File: src/rtl/irq_controller.sv
// Memory-mapped interrupt controller: pending/enable/mode registers, priority
// selection of the lowest-index active source and a claim/complete handshake.
module irq_controller #(
    parameter int unsigned NUM_SOURCES  = 8,
    parameter logic [3:0]  PENDING_ADDR = 4'h0,
    parameter logic [3:0]  ENABLE_ADDR  = 4'h4,
    parameter logic [3:0]  MODE_ADDR    = 4'h8,
    parameter logic [3:0]  CLAIM_ADDR   = 4'hC
) (
    input  logic                   clk,
    input  logic                   rst,
    input  logic [31:0]            address,
    input  logic                   wr_en,
    input  logic                   rd_en,
    input  logic [31:0]            wr_data,
    output logic [31:0]            rd_data,
    input  logic [NUM_SOURCES-1:0] irq_src,
    output logic                   irq_out
);

    localparam int unsigned ID_W = 5;

    typedef enum logic [1:0] {
        IDLE       = 2'd0,
        ASSERT     = 2'd1,
        IN_SERVICE = 2'd2
    } state_t;

    state_t                 state_q, state_d;
    logic [NUM_SOURCES-1:0] pending_q, pending_d;
    logic [NUM_SOURCES-1:0] enable_q;
    logic [NUM_SOURCES-1:0] mode_q;
    logic [NUM_SOURCES-1:0] src_q;
    logic [ID_W-1:0]        active_id_q, active_id_d;

    logic [NUM_SOURCES-1:0] inservice_mask;
    logic [NUM_SOURCES-1:0] active;
    logic [NUM_SOURCES-1:0] rise;
    logic [NUM_SOURCES-1:0] w1c;
    logic [NUM_SOURCES-1:0] claim_clr;
    logic [ID_W-1:0]        best_id;
    logic                   sel_pending, sel_enable, sel_mode, sel_claim;
    logic                   claim_rd, complete_wr;
    logic                   unused_wr_bits;

    assign sel_pending = (address == {28'h0, PENDING_ADDR});
    assign sel_enable  = (address == {28'h0, ENABLE_ADDR});
    assign sel_mode    = (address == {28'h0, MODE_ADDR});
    assign sel_claim   = (address == {28'h0, CLAIM_ADDR});

    assign unused_wr_bits = ^wr_data[31:NUM_SOURCES];

    assign rise   = irq_src & ~src_q;
    assign active = pending_q & enable_q & ~inservice_mask;
    assign w1c    = (wr_en && sel_pending) ? wr_data[NUM_SOURCES-1:0] : '0;

    // Hide the source currently being serviced from arbitration
    always_comb begin
        inservice_mask = '0;
        for (int i = 0; i < int'(NUM_SOURCES); i++) begin
            inservice_mask[i] = (state_q == IN_SERVICE) && (active_id_q == ID_W'(i + 1));
        end
    end

    // Lowest set bit of active wins; 0 means nothing to report
    always_comb begin
        best_id = '0;
        for (int i = int'(NUM_SOURCES) - 1; i >= 0; i--) begin
            if (active[i]) begin
                best_id = ID_W'(i + 1);
            end
        end
    end

    assign claim_rd    = rd_en && sel_claim && (state_q == ASSERT) && (best_id != '0);
    assign complete_wr = wr_en && sel_claim && (state_q == IN_SERVICE) &&
                         (wr_data[ID_W-1:0] == active_id_q);

    // Edge sources: set beats clear; level sources follow the input
    always_comb begin
        for (int i = 0; i < int'(NUM_SOURCES); i++) begin
            claim_clr[i] = claim_rd && (best_id == ID_W'(i + 1));
        end
        pending_d = (mode_q & (rise | (pending_q & ~w1c & ~claim_clr))) |
                    (~mode_q & irq_src);
    end

    // Next-state logic for the claim/complete handshake
    always_comb begin
        state_d     = state_q;
        active_id_d = active_id_q;
        case (state_q)
            IDLE: begin
                if (active != '0) begin
                    state_d = ASSERT;
                end
            end
            ASSERT: begin
                if (claim_rd) begin
                    state_d     = IN_SERVICE;
                    active_id_d = best_id;
                end else if (active == '0) begin
                    state_d = IDLE;
                end
            end
            IN_SERVICE: begin
                if (complete_wr) begin
                    state_d     = IDLE;
                    active_id_d = '0;
                end
            end
            default: begin
                state_d     = IDLE;
                active_id_d = '0;
            end
        endcase
    end

    // Handshake state register; irq_out tracks the ASSERT state
    always_ff @(posedge clk) begin
        if (rst) begin
            state_q     <= IDLE;
            active_id_q <= '0;
            irq_out     <= 1'b0;
        end else begin
            state_q     <= state_d;
            active_id_q <= active_id_d;
            irq_out     <= (state_d == ASSERT);
        end
    end

    // Source sampling and software-visible registers
    always_ff @(posedge clk) begin
        if (rst) begin
            src_q     <= '0;
            pending_q <= '0;
            enable_q  <= '0;
            mode_q    <= '0;
        end else begin
            src_q     <= irq_src;
            pending_q <= pending_d;
            if (wr_en && sel_enable) begin
                enable_q <= wr_data[NUM_SOURCES-1:0];
            end
            if (wr_en && sel_mode) begin
                mode_q <= wr_data[NUM_SOURCES-1:0];
            end
        end
    end

    // Read mux returns pre-edge register state
    always_comb begin
        rd_data = '0;
        if (rd_en) begin
            if (sel_pending) begin
                rd_data = 32'(pending_q);
            end else if (sel_enable) begin
                rd_data = 32'(enable_q);
            end else if (sel_mode) begin
                rd_data = 32'(mode_q);
            end else if (sel_claim) begin
                rd_data = (state_q == ASSERT) ? 32'(best_id) : 32'h0;
            end
        end
    end

endmodule

File: config.mk
export PLATFORM = sky130hd
export DESIGN_NAME = irq_controller
export DESIGN_NICKNAME = d
export VERILOG_FILES = /design/src/rtl/irq_controller.sv
export SDC_FILE = /design/constraint.sdc
export NUM_CORES = 1
export LEC_CHECK = 0
export BUFFER_PORTS_ARGS = -buffer_cell sky130_fd_sc_hd__clkbuf_2
export CORE_MARGIN = 4
export CORE_UTILIZATION = 47
export CTS_BUF_LIST = sky130_fd_sc_hd__clkbuf_8 sky130_fd_sc_hd__clkbuf_16
export CTS_CLUSTER_SIZE = 14
export DETAILED_ROUTE_END_ITERATION = 12
export PLACE_DENSITY = 0.77
export SLEW_MARGIN = 20
export SYNTH_ARGS = -nofsm -noshare
export SYNTH_HDL_FRONTEND = slang
export SYNTH_SLANG_ARGS = --single-unit
File: constraint.sdc
create_clock -name clk -period 3.8 [get_ports clk]
set_input_delay 0.57 -clock clk [delete_from_list [all_inputs] [get_ports clk]]
set_output_delay 0.57 -clock clk [all_outputs]
set_load 0.005 [all_outputs]
==> Word level (Yosys, flattened, before mapping) <==
Cells that the tools add are included.
{ "word_totals": {"register_bits": 40, "input_bits": 76, "output_inout_bits": 33, "wordCells": 101} }
{ "op_classes": {"n_eq_ne": 25, "mux": 23, "bitwise": 15, "reduce_logical": 31} }
{ "op_table": {"columns": ["operator", "count"], "rows": [
  ["32-bit by 4-bit == test with 1-bit output, second input constant", 2],
  ["8-bit AND", 7],
  ["5-bit two-way mux", 11],
  ["5-bit by 3-bit == test with 1-bit output, second input constant", 8],
  ["8-bit two-way mux", 5],
  ["8-bit inverter", 5],
  ["32-bit by 3-bit == test with 1-bit output, second input constant", 1],
  ["32-bit logical NOT", 1],
  ["1-bit logical AND", 25],
  ["5-bit by 2-bit == test with 1-bit output, second input constant", 4],
  ["8-bit bitwise OR", 2],
  ["5-bit case mux with 3 select lines", 1],
  ["5-bit by 1-bit == test with 1-bit output, second input constant", 2],
  ["5-bit by 4-bit == test with 1-bit output, second input constant", 2],
  ["8-bit logical NOT", 1],
  ["2-bit two-way mux", 4],
  ["8-bit nonzero test", 1],
  ["2-bit case mux with 3 select lines", 1],
  ["5-bit == test", 1],
  ["5-bit nonzero test", 1],
  ["2-bit by 1-bit == test with 1-bit output, second input constant", 2],
  ["4-bit two-way mux", 1],
  ["2-bit != test, second input constant", 2],
  ["3-bit AND reduction", 1],
  ["3 further kinds", 3]
]} }

==> Logic depth before layout (Yosys ltp) <==
Gate-level depths: netlist of run 1.
{ "logic_depth": {"word_depth": 20, "mapped_depth": 7, "depth_no_buf": 6} }

==> Least setup slack after synthesis of run 1 <==
Ideal clock, no wire load.
{ "synth_path": {"kind": "input-to-output", "startpoint": "input address[29]", "endpoint": "output rd_data[4]", "t_arrival_ps": 1904, "slack_ps": 1326, "cell_stages": 5, "n_path_buf": 0, "path_cell_list": "nor4_2 nand4_1 nor2_1 nand2_1 a2111oi_0"} }
{ "synth_via": {"elab_chain_len": 6, "word_cells_on_any_way": 9} }
{ "synth_lines": {"columns": ["element", "line", "text"], "rows": [
  ["start, declared", "12", "input logic [31:0] address,"],
  ["32-bit by 4-bit == test with 1-bit output", "49", "assign sel_claim = (address == {28'h0, CLAIM_ADDR});"],
  ["5-bit two-way mux", "161", "end else if (sel_claim) begin"],
  ["8-bit two-way mux", "159", "end else if (sel_mode) begin"],
  ["8-bit two-way mux", "157", "end else if (sel_enable) begin"],
  ["8-bit two-way mux *", "155", "if (sel_pending) begin"],
  ["8-bit two-way mux *", "154", "if (rd_en) begin"],
  ["end, declared", "16", "output logic [31:0] rd_data,"]
]} }
Mark *: on every way between the ends. The rest lies on a longest branch, timed or not.

==> Worst setup path after layout of run 1 <==
Ends and elaborated chain as after synthesis.

==> flow_metrics.py, run 1 <==
metrics = {
    "clock_tree": {
        "path_clk_slew_ps": 70,
        "htreeDepth": 2,
        "clock_path_buffers": 2,
        "cts_tree": "built",
        "clock_latency_ps": 290,
        "root_buffer": "clkbuf_8",
        "cts_buffers": 5,
        "holdBufCountCts": 0,
        "cts_resized": 0,
        "clkSinkCount": 39,
        "post_cts_buffers": 0,
    },
    "power": {
        "seq_power_share_pct": 51.6,
        "swShare_pct": 25.02,
        "powerDensity_mw_per_mm2": 271.9,
        "internal-power_uw": 616.5,
        "power.leakage_uw": 0.001126,
        "combPwrFrac_pct": 9.8,
        "vdd_drop_max_v": 0.0003303,
        "power_uw": 822.3,
        "power.switching_uw": 205.8,
        "pwr-share-clk_pct": 38.7,
    },
    "grt": {
        "grt-ovfl-total": 0,
        "grt_pass1_wl_mm": 11.59,
        "antenna_found_initial": 0,
        "grt.total_usage_pct": 20.00,
        "grt_pass1_vias": 2404,
        "grt_max_degree": 38,
    },
    "drt": {
        "vias": 2461,
        "routedWlPerCell_um": 15.85,
        "drt_iter0_markers": 217,
        "drt_drc_violations_left": 0,
        "routed_wl_mm": 6.991,
        "drtPass1Iterations": 7,
        "avgViaCountPerCell": 5.580,
        "ant_nets": 0,
    },
    "yosys": {
        "post_synth.cell_area_avg_um2": 8.530,
        "dominantRegCellSynth": "dfxtp_1",
        "ys_seq_elements": 39,
        "synth_edf_count": 0,
        "yosysWarnings": 0,
        "synth-seq-area-share_pct": 29.34,
        "synth_area_mm2": 0.002661,
        "async_flop_share_pct": 0,
        "ys_types": 62,
        "synthCells": 312,
    },
    "worst_setup_path": {
        "cp_common_cell": "clkbuf_2",
        "crit_path_start_kind": "primary input",
        "cpPeakStageDelay_ps": 580,
        "worstPathMaxFanout": 8,
        "critical-path-slowest-cell": "a2111oi_0",
        "cp.required_ps": 3230,
        "cp.arrival_ps": 2510,
        "endpoint_kind": "output pin",
        "critical_path_class": "primary input to output pin",
        "path_cells": "clkbuf_2 > nor4_2 > nand4_1 > nor2_1 > nand2_1 > a2111oi_0 > clkbuf_2",
    },
    "sta": {
        "setup_tns_ps": 0,
        "hold-worst-slack_ps": 488.9,
        "min_period_ps": 3082,
        "worst_pin_slew_ps": 978.0,
        "post-route-period-util_pct": 81.11,
        "rsz0062_at_grt": "false",
        "drv_slew": 0,
        "finClkSkew_ps": 5.937,
        "fmax_mhz": 324.4,
        "maxSlewHeadroom_pct": 34.26,
        "hold_viol_final": 0,
        "setup_viol": 0,
    },
    "floorplan": {
        "coreArea_mm2": 0.005507,
        "fp.dieH_um": 83.25,
        "row_count": 27,
        "fp.dieW_um": 83.25,
        "start_util_pct": 48.33,
        "num_io_pins": 109,
        "die_area_mm2": 0.006931,
    },
    "worst_hold_path": {
        "hp-class": "flip-flop to flip-flop",
    },
    "job": {
        "drv_cap": 0,
    },
    "place": {
        "dp_hpwl_mm": 5.336,
        "post_dp_cell_area_mm2": 0.002920,
        "gp_congestion": 0.9225,
        "io_buffers": 60,
    },
    "layout": {
        "design_area_mm2": 0.003024,
        "syn2layout_area_growth_pct": 13.63,
        "final_layout_size_suffix_gt1_share_pct": 25.20,
        "layout_common_cells": "60 x clkbuf_2, 39 x dfxtp_1, 32 x nor2_1, 31 x nand2_1, 24 x conb_1",
        "nets": 444,
        "diodes": 0,
        "mostFrequentLayoutCell": "clkbuf_2",
    },
    "run_status": {
        "status": "completed",
    },
}
==> Yosys cell counts (2+ instances only) <==
cell type	number	area, um2
dfxtp_1	39	780.8
nor2_1	32	120.1
nand2_1	31	116.4
buf_4	24	180.2
mux2i_1	20	200.2
nor2b_1	15	93.84
nand4_1	11	68.82
nand3_1	10	50.05
clkbuf_1	8	30.03
inv_1	8	30.03
a211oi_1	7	52.55
a22o_1	6	52.55
nand2b_1	6	37.54
a21oi_1	5	25.02
a31oi_1	5	31.28
and2_1	5	31.28
nor4_4	5	106.4
o21ai_1	5	25.02
a2111oi_0	4	35.03
nor4_2	4	50.05
o21ai_0	4	20.02
buf_2	3	15.01
nor3b_1	3	22.52
nor4_1	3	18.77
o211ai_1	3	22.52
xnor2_1	3	26.28
a221oi_1	2	17.52
a41o_1	2	20.02
nand4bb_1	2	22.52
nor3_1	2	10.01
o31ai_1	2	15.01
o41ai_2	2	32.53
or2_2	2	12.51
==> critical path, delay by kind of cell <==
family | cells | cell delay (ps)
buf+inv | 2 | 290
compound gates | 1 | 580
simple gates | 4 | 1070
==> registers in the layout (all words and copies together), names as in the netlist <==
| name | flops |
|---|---|
| state_q | 2 |
| pending_q | 8 |
| enable_q | 8 |
| src_q | 8 |
| mode_q | 8 |
| irq_out | 1 |
| active_id_q | 4 |
==> per-stage QoR <==
step	worst slack [ps]	utilization (%)	instances
global placement	848.4	53.03	433
CTS	704.2	54.92	441
global route	432.7	54.92	441
finish	717.8	54.92	441
detailed placement	803.1	53.03	433
floorplan	1326	-	335
==> cell type report <==
type	instances	area, um2
fillers	524	2482
multi-input cells	253	1712
flip-flops and latches	39	780.7
repair buffers	61	307.8
clock buffers	7	96.34
well taps	72	90.09
inverters	8	30.03
clock inverters	1	7.507
==> cell families after synthesis <==
family,Yosys count,share of synthesized area [%]
muxes,21,7.945
xor gates and xnor gates,4,1.317
DFF,39,29.34
AOI/OAI and AO/OA,59,17.40
buffers and inverters,43,9.591
other,1,0.1409
and+or+nand+nor,145,34.27
==> power by group through the flow <==
stage               combinational (uW)  sequential, uW  clock, uW
floorplan                         55.5             431          0
global placement                  77.3             433          0
detailed placement                79.6             433          0
CTS                               80.0             424        318
global route                      89.2             425        340
finish                            80.4             424        318
==> routing by layer <==
metal	part of all wire (%)	vias to the layer above	global-route usage (%)
met3	7.5	12	3.472
met5	0	-	0
met2	50	104	34.55
met4	1.9	0	6.092
li1	-	1210	-
met1	41	1135	25.27
==> path summary, 6_finish.rpt <==
check,from,to,slack (ps),cells past startpoint
worst max-delay path,address[29],rd_data[4],720,7
worst min-delay path,src_q[3],pending_q[3],490,3
worst max register to register,state_q[1],pending_q[6],1510,6
worst min register to register,src_q[3],pending_q[3],490,3
(Power assumes the default switching activity.)
==> run 2: changes to the inputs <==
--- a/config.mk
+++ b/config.mk
@@ -5,13 +5,14 @@
 export SDC_FILE = /design/constraint.sdc
 export NUM_CORES = 1
 export LEC_CHECK = 0
+export ABC_AREA = 1
 export BUFFER_PORTS_ARGS = -buffer_cell sky130_fd_sc_hd__clkbuf_2
 export CORE_MARGIN = 4
-export CORE_UTILIZATION = 47
+export CORE_UTILIZATION = 43
 export CTS_BUF_LIST = sky130_fd_sc_hd__clkbuf_8 sky130_fd_sc_hd__clkbuf_16
 export CTS_CLUSTER_SIZE = 14
 export DETAILED_ROUTE_END_ITERATION = 12
-export PLACE_DENSITY = 0.77
+export PLACE_DENSITY = 0.75
 export SLEW_MARGIN = 20
 export SYNTH_ARGS = -nofsm -noshare
 export SYNTH_HDL_FRONTEND = slang
==> constraint.sdc (replaced) <==
create_clock -name clk -period 2.75 [get_ports clk]
set_input_delay 0.4125 -clock clk [delete_from_list [all_inputs] [get_ports clk]]
set_output_delay 0.4125 -clock clk [all_outputs]
set_load 0.005 [all_outputs]
==> run 2 against run 1 <==
  * Clock power grew 10%
  * Sequential power up 38%
  * First-iteration DRC count shrank 38%
  * Worst hold slack worse by 160 ps
  * Register-to-register slack got worse by 530 ps
==> flow_metrics.py, run 2 <==
metrics = {
    "sta": {
        "fmax_mhz": 401.0,
        "maxSlewHeadroom_pct": 53.45,
        "setup_tns_ps": 0,
        "rsz0062_at_grt": "false",
        "worst_pin_slew_ps": 698.2,
        "fin_ws_ps": 256.3,
        "hold_viol_final": 0,
        "drv_slew": 0,
        "finClkSkew_ps": 5.892,
        "min_period_ps": 2494,
        "post-route-period-util_pct": 90.68,
        "setup_viol": 0,
    },
    "yosys": {
        "synthSimpleGateAreaFrac_pct": 40.46,
        "synth-adder-area-share_pct": 0,
        "synth_top_area_cell": "dfxtp_1",
        "ys_types": 29,
        "ys_top_cells_by_area": "dfxtp_1 31%, nand2_1 14%, nor2_1 8.9%, buf_4 7.4%, inv_1 7.0%",
        "post_synth.cell_area_avg_um2": 6.379,
        "async_flop_share_pct": 0,
        "yosysWarnings": 0,
        "synth_top_family_by_area": "simple AND/OR/NAND/NOR gates",
        "synth_compound_area_share_pct": 12.55,
        "dominantRegCellSynth": "dfxtp_1",
        "synthCells": 397,
        "post-synth-top-count-cell": "nand2_1",
        "ys_seq_elements": 39,
        "synthXorXnorAreaFrac_pct": 0,
        "synth_top_area_share_pct": 30.83,
        "synth_area_mm2": 0.002532,
        "muxShareOfSynthArea_pct": 0,
        "synthTopCellsByCount": "94 x nand2_1, 60 x nor2_1, 47 x inv_1",
        "synth_edf_count": 0,
        "synth-seq-area-share_pct": 30.83,
    },
    "floorplan": {
        "num_io_pins": 109,
        "fp.dieH_um": 84.74,
        "fp.dieW_um": 84.74,
        "start_util_pct": 45.16,
        "row_count": 27,
        "coreArea_mm2": 0.005608,
        "die_area_mm2": 0.007181,
    },
    "drt": {
        "vias": 2571,
        "drt_iter0_markers": 134,
        "routed_wl_mm": 6.247,
        "drtPass1Iterations": 4,
        "ant_nets": 0,
        "routedWlPerCell_um": 11.76,
        "drt_drc_violations_left": 0,
        "avgViaCountPerCell": 4.842,
    },
    "power": {
        "pwr-share-clk_pct": 34.1,
        "combPwrFrac_pct": 9.2,
        "vdd_drop_max_v": 0.0002479,
        "power.switching_uw": 249.1,
        "seq_power_share_pct": 56.7,
        "powerDensity_mw_per_mm2": 356.2,
        "internal-power_uw": 781.2,
        "power.leakage_uw": 0.001381,
        "swShare_pct": 24.18,
    },
    "grt": {
        "grt-ovfl-total": 0,
        "antenna_found_initial": 0,
        "grt_max_degree": 32,
        "grt_pass1_wl_mm": 10.43,
        "grt_pass1_vias": 2370,
        "grt.total_usage_pct": 17.62,
    },
    "worst_setup_path": {
        "path_cells": "inv_1 > nor2_1 > nand3_1 > nand3_1 > nand2_2 > nor2_2 > nand3b_1 > nor2_1 > nand2_1 > nand3_1 > nand2_1 > inv_1 > clkbuf_2",
        "path_delay_family": "simple AND/OR/NAND/NOR gates",
        "critical_path_class": "flip-flop to output pin",
        "endpoint_kind": "output pin",
        "cp.required_ps": 2340,
        "worstPathMaxFanout": 7,
        "cp_common_cell": "nand3_1",
        "critical-path-slowest-cell": "dfxtp_1",
        "crit_path_start_kind": "flip-flop",
        "cpPeakStageDelay_ps": 470,
        "cp_num_buf_inv": 3,
        "cp.arrival_ps": 2080,
    },
    "run_status": {
        "status": "completed",
    },
    "layout": {
        "diodes": 0,
        "multi_input_area_mm2": 0.001435,
        "final_layout_size_suffix_gt1_share_pct": 22.88,
        "syn2layout_area_growth_pct": 14.23,
        "mostFrequentLayoutCell": "nand2_1",
        "layout_common_cells": "94 x nand2_1, 60 x clkbuf_2, 59 x nor2_1, 48 x inv_1, 39 x dfxtp_1",
        "nFillCells": 579,
        "nets": 536,
        "post_layout_nonfiller_instances": 531,
        "regArea_um2": 780.7,
    },
    "clock_tree": {
        "holdBufCountCts": 0,
        "clock_path_buffers": 2,
        "clock_latency_ps": 290,
        "clkSinkCount": 39,
        "root_buffer": "clkbuf_8",
        "cts_buffers": 5,
        "path_clk_slew_ps": 70,
        "htreeDepth": 2,
        "cts_tree": "built",
    },
    "place": {
        "dp_cells": 525,
        "dp_worst_setup_slack_ps": 432.2,
        "dp_hpwl_mm": 4.951,
        "io_buffers": 60,
        "gp_congestion": 0.8804,
    },
    "worst_hold_path": {
        "hp-class": "primary input to flip-flop",
    },
    "job": {
        "drv_cap": 0,
    },
}
==> run 2: cell types whose count changed after synthesis, moves of 8 or more <==
cell     before  now
nor2_2        1    9
nand3_1      10   27
nand2_1      31   94
nor2b_1      15    0
inv_2         0    8
a21oi_1       5   23
nor2_1       32   60
inv_1         8   47
mux2i_1      20    0
==> run 2: through the flow <==
step	utilization (%)	power, uW	instance area, um2	hold WS [ps]
after floorplan	-	664.9	2619	443.1
after global placement	50.25	688.9	2818	449.8
after detailed placement	50.25	691.3	2818	452.3
after CTS	51.54	1035	2890	322.4
after global routing	51.58	1076	2893	336.2
final	51.58	1030	2893	325.2
==> run 2: cell type report <==
cell class                      instances  area share (%)
Clock buffer                            5           2.379
Clock inverter                          1          0.1298
Inverter                               55           7.137
Multi-Input combinational cell        298           49.61
Sequential cell                        39           26.99
Tap cell                               72           3.114
Timing Repair Buffer                   61           10.64
==> run 2: cell families (layout without fill, tap and decap cells) <==
| family | after synthesis | in the layout |
|---|---|---|
| AOI/OAI and AO/OA | 52 | 52 |
| other | 1 | 24 |
| and+or+nand+nor | 222 | 222 |
| buffers and inverters | 83 | 122 |
| DFF | 39 | 39 |
==> run 2: path summary, 6_finish.rpt <==
| check | to | startpoint | cells past startpoint | slack (ps) |
|---|---|---|---|---|
| worst min register to register | pending_q[2] | src_q[2] | 3 | 470 |
| worst max register to register | pending_q[1] | active_id_q[2] | 11 | 980 |
| worst max-delay path | rd_data[3] | active_id_q[1] | 13 | 260 |
| worst min-delay path | src_q[0] | irq_src[0] | 3 | 330 |
==> run 2: power groups by stage <==
stage,combinational (uW),clock (uW),sequential [uW]
floorplan,70.1,0,595
global placement,92.4,0,596
detailed placement,94.5,0,597
finish,95.1,351,584
global route,111,381,585
CTS,94.8,357,584
==> run 2: worst min-delay path, cell delays in order <==
cell      delay [ps]
clkbuf_2          90
inv_1             40
nor2_1            30
==> run 2: metal layers <==
| metal | vias up | GRT usage [%] | wire (um) |
|---|---|---|---|
| met5 | - | 0 | 0 |
| met1 | 1126 | 23.83 | 2784 |
| met4 | 0 | 4.892 | 61 |
| met3 | 8 | 3.729 | 526 |
| met2 | 86 | 28.33 | 2875 |
| li1 | 1351 | - | - |
==> run 2: repair_timing <==
action | 4_1_cts | 5_1_grt
setup buffers | 0 | 0
setup endpoints to repair | 0 | 1
gates resized for setup | 0 | 1
==> run 3: changes to the inputs <==
--- a/config.mk
+++ b/config.mk
@@ -13,7 +13,7 @@
 export CTS_CLUSTER_SIZE = 14
 export DETAILED_ROUTE_END_ITERATION = 12
 export PLACE_DENSITY = 0.75
-export SLEW_MARGIN = 20
+export SETUP_SLACK_MARGIN = 0.4
 export SYNTH_ARGS = -nofsm -noshare
 export SYNTH_HDL_FRONTEND = slang
 export SYNTH_SLANG_ARGS = --single-unit
==> run 3 against run 2 <==
  * Cell area grew 8.8%
  * Clock power is essentially flat
  * Non-clock buffer count grew 14
  * Clock skew grew 0.97 ps
  * Highest routed layer unchanged
==> flow_metrics.py, run 3 (synthesis results as in run 2) <==
metrics = {
    "sta": {
        "worst_pin_slew_ps": 699.4,
        "setup_viol": 0,
        "finClkSkew_ps": 6.861,
        "min_period_ps": 2325,
        "rsz0062_at_grt": "true",
        "drv_slew": 0,
        "post-route-period-util_pct": 84.53,
        "maxSlewHeadroom_pct": 53.38,
        "setup_tns_ps": 0,
        "fmax_mhz": 430.2,
        "hold_viol_final": 0,
    },
    "grt": {
        "grt.total_usage_pct": 18.55,
        "grt_pass1_wl_mm": 10.94,
        "grt_max_degree": 32,
        "antenna_found_initial": 0,
        "grt_busiest_layer": "met2",
        "grt_util_met3_pct": 3.827,
        "met1_usage_pct": 24.64,
        "grt_pass1_vias": 2479,
        "met2_usage_pct": 30.25,
        "grt-ovfl-total": 0,
    },
    "floorplan": {
        "num_io_pins": 109,
        "die_area_mm2": 0.007181,
        "start_util_pct": 45.16,
        "row_count": 27,
        "fp.dieW_um": 84.74,
        "coreArea_mm2": 0.005608,
        "fp.dieH_um": 84.74,
    },
    "layout": {
        "nFillCells": 561,
        "layout_common_cells": "88 x nand2_1, 60 x clkbuf_2, 52 x nor2_1, 46 x inv_1, 33 x dfxtp_1",
        "syn2layout_area_growth_pct": 24.26,
        "regArea_um2": 795.8,
        "final_core_util_pct": 56.11,
        "nets": 550,
        "multi_input_area_mm2": 0.001563,
        "diodes": 0,
        "final_layout_size_suffix_gt1_share_pct": 30.87,
        "mostFrequentLayoutCell": "nand2_1",
    },
    "drt": {
        "routed_wl_mm": 6.726,
        "drt_drc_violations_left": 0,
        "routedWlPerCell_um": 12.34,
        "vias": 2654,
        "avgViaCountPerCell": 4.870,
        "ant_nets": 0,
        "drtPass1Iterations": 4,
        "drt_iter0_markers": 167,
    },
    "worst_setup_path": {
        "cpPeakStageDelay_ps": 400,
        "cp.arrival_ps": 1910,
        "worstPathMaxFanout": 7,
        "critical-path-slowest-cell": "dfxtp_4",
        "path_cells": "inv_1 > nor2_4 > nand3_2 > nand3_2 > nand2_2 > nor2_4 > nand3b_1 > nor2_2 > nand2_1 > nand3_1 > nand2_1 > inv_1 > clkbuf_2",
        "endpoint_kind": "output pin",
        "crit_path_start_kind": "flip-flop",
        "critical_path_class": "flip-flop to output pin",
        "rrSetupSlack_ps": 920,
        "cp.required_ps": 2340,
    },
    "place": {
        "gp_congestion": 0.8804,
        "dp_hpwl_mm": 4.951,
        "io_buffers": 60,
    },
    "run_status": {
        "status": "completed",
    },
    "clock_tree": {
        "root_buffer": "clkbuf_8",
        "clock_path_buffers": 2,
        "clkSinkCount": 39,
        "htreeDepth": 2,
        "cts_tree": "built",
        "cts_buffers": 5,
        "holdBufCountCts": 0,
        "path_clk_slew_ps": 70,
        "clock_latency_ps": 290,
    },
    "job": {
        "drv_cap": 0,
    },
    "power": {
        "powerDensity_mw_per_mm2": 327.1,
        "vdd_drop_max_v": 0.0002506,
        "power.leakage_uw": 0.001467,
    },
    "worst_hold_path": {
        "hp-class": "primary input to flip-flop",
    },
}
[run 3: changes by cell type in the layout (fill, tap and decap cells not counted), moves of 3 or more]
cell	before	now
nand3_2	3	7
dfxtp_4	0	3
buf_4	1	14
nand2_4	2	5
nand2_1	94	88
dfxtp_1	39	33
nor2_1	59	52
nand3_1	27	21
nor2_4	3	10
dfxtp_2	0	3
nand2_2	5	8
[run 3: layout make-up]
class | instances | area share, %
sequential | 39 | 25.29
clock inverter | 1 | 0.1193
tap | 72 | 2.863
clock buffer | 5 | 2.187
timing repair buffer | 75 | 13.24
multi-input combinational | 298 | 49.66
inverter | 55 | 6.640
[run 3: critical path: cells and delay by family, from the launching register on]
family                 cells  cell delay [ps]
AND/OR/NAND/NOR           10             1010
flip-flops                 1              400
buffers and inverters      3              230
[run 3: worst paths after layout]
| kind | end | start | depth (start not counted) |
|---|---|---|---|
| max | rd_data[3] | active_id_q[1] | 13 |
| min | src_q[1] | irq_src[1] | 3 |
| max reg2reg | pending_q[1] | active_id_q[2] | 15 |
| min reg2reg | pending_q[2] | src_q[2] | 3 |
[run 3: per-layer routing]
metal,vias up,wire length [um]
li1,1366,-
met1,1178,2967
met2,99,3160
met3,11,511
met4,0,86
met5,-,0
[run 3: through the flow]
stage	hold WS, ps	power [uW]	instances	cell area (um2)	worst slack (ps)
2_1_floorplan	443.1	664.9	420	2619	908.3
3_3_place_gp	449.8	688.9	525	2818	454.7
3_5_place_dp	452.3	691.3	525	2818	432.2
4_1_cts	322.4	1033	539	3048	368.3
5_1_grt	336.2	1074	545	3147	265.7
6_report	324.2	1029	545	3147	425.5
[run 3: power breakdown]
part           switching (uW)  internal, uW  leakage (uW)  total, uW
registers                7.34           574      0.000322        582
logic                    57.0          38.7       0.00110       95.6
clock network             187           165     0.0000413        352
total                     251           778       0.00147       1030
[run 3: timing repair]
item / 4_1_cts / 5_1_grt
resized for setup: 31 / 16
pin swaps: 12 / 9
endpoints found under the setup margin: 4 / 8
buffers inserted: 8 / 6
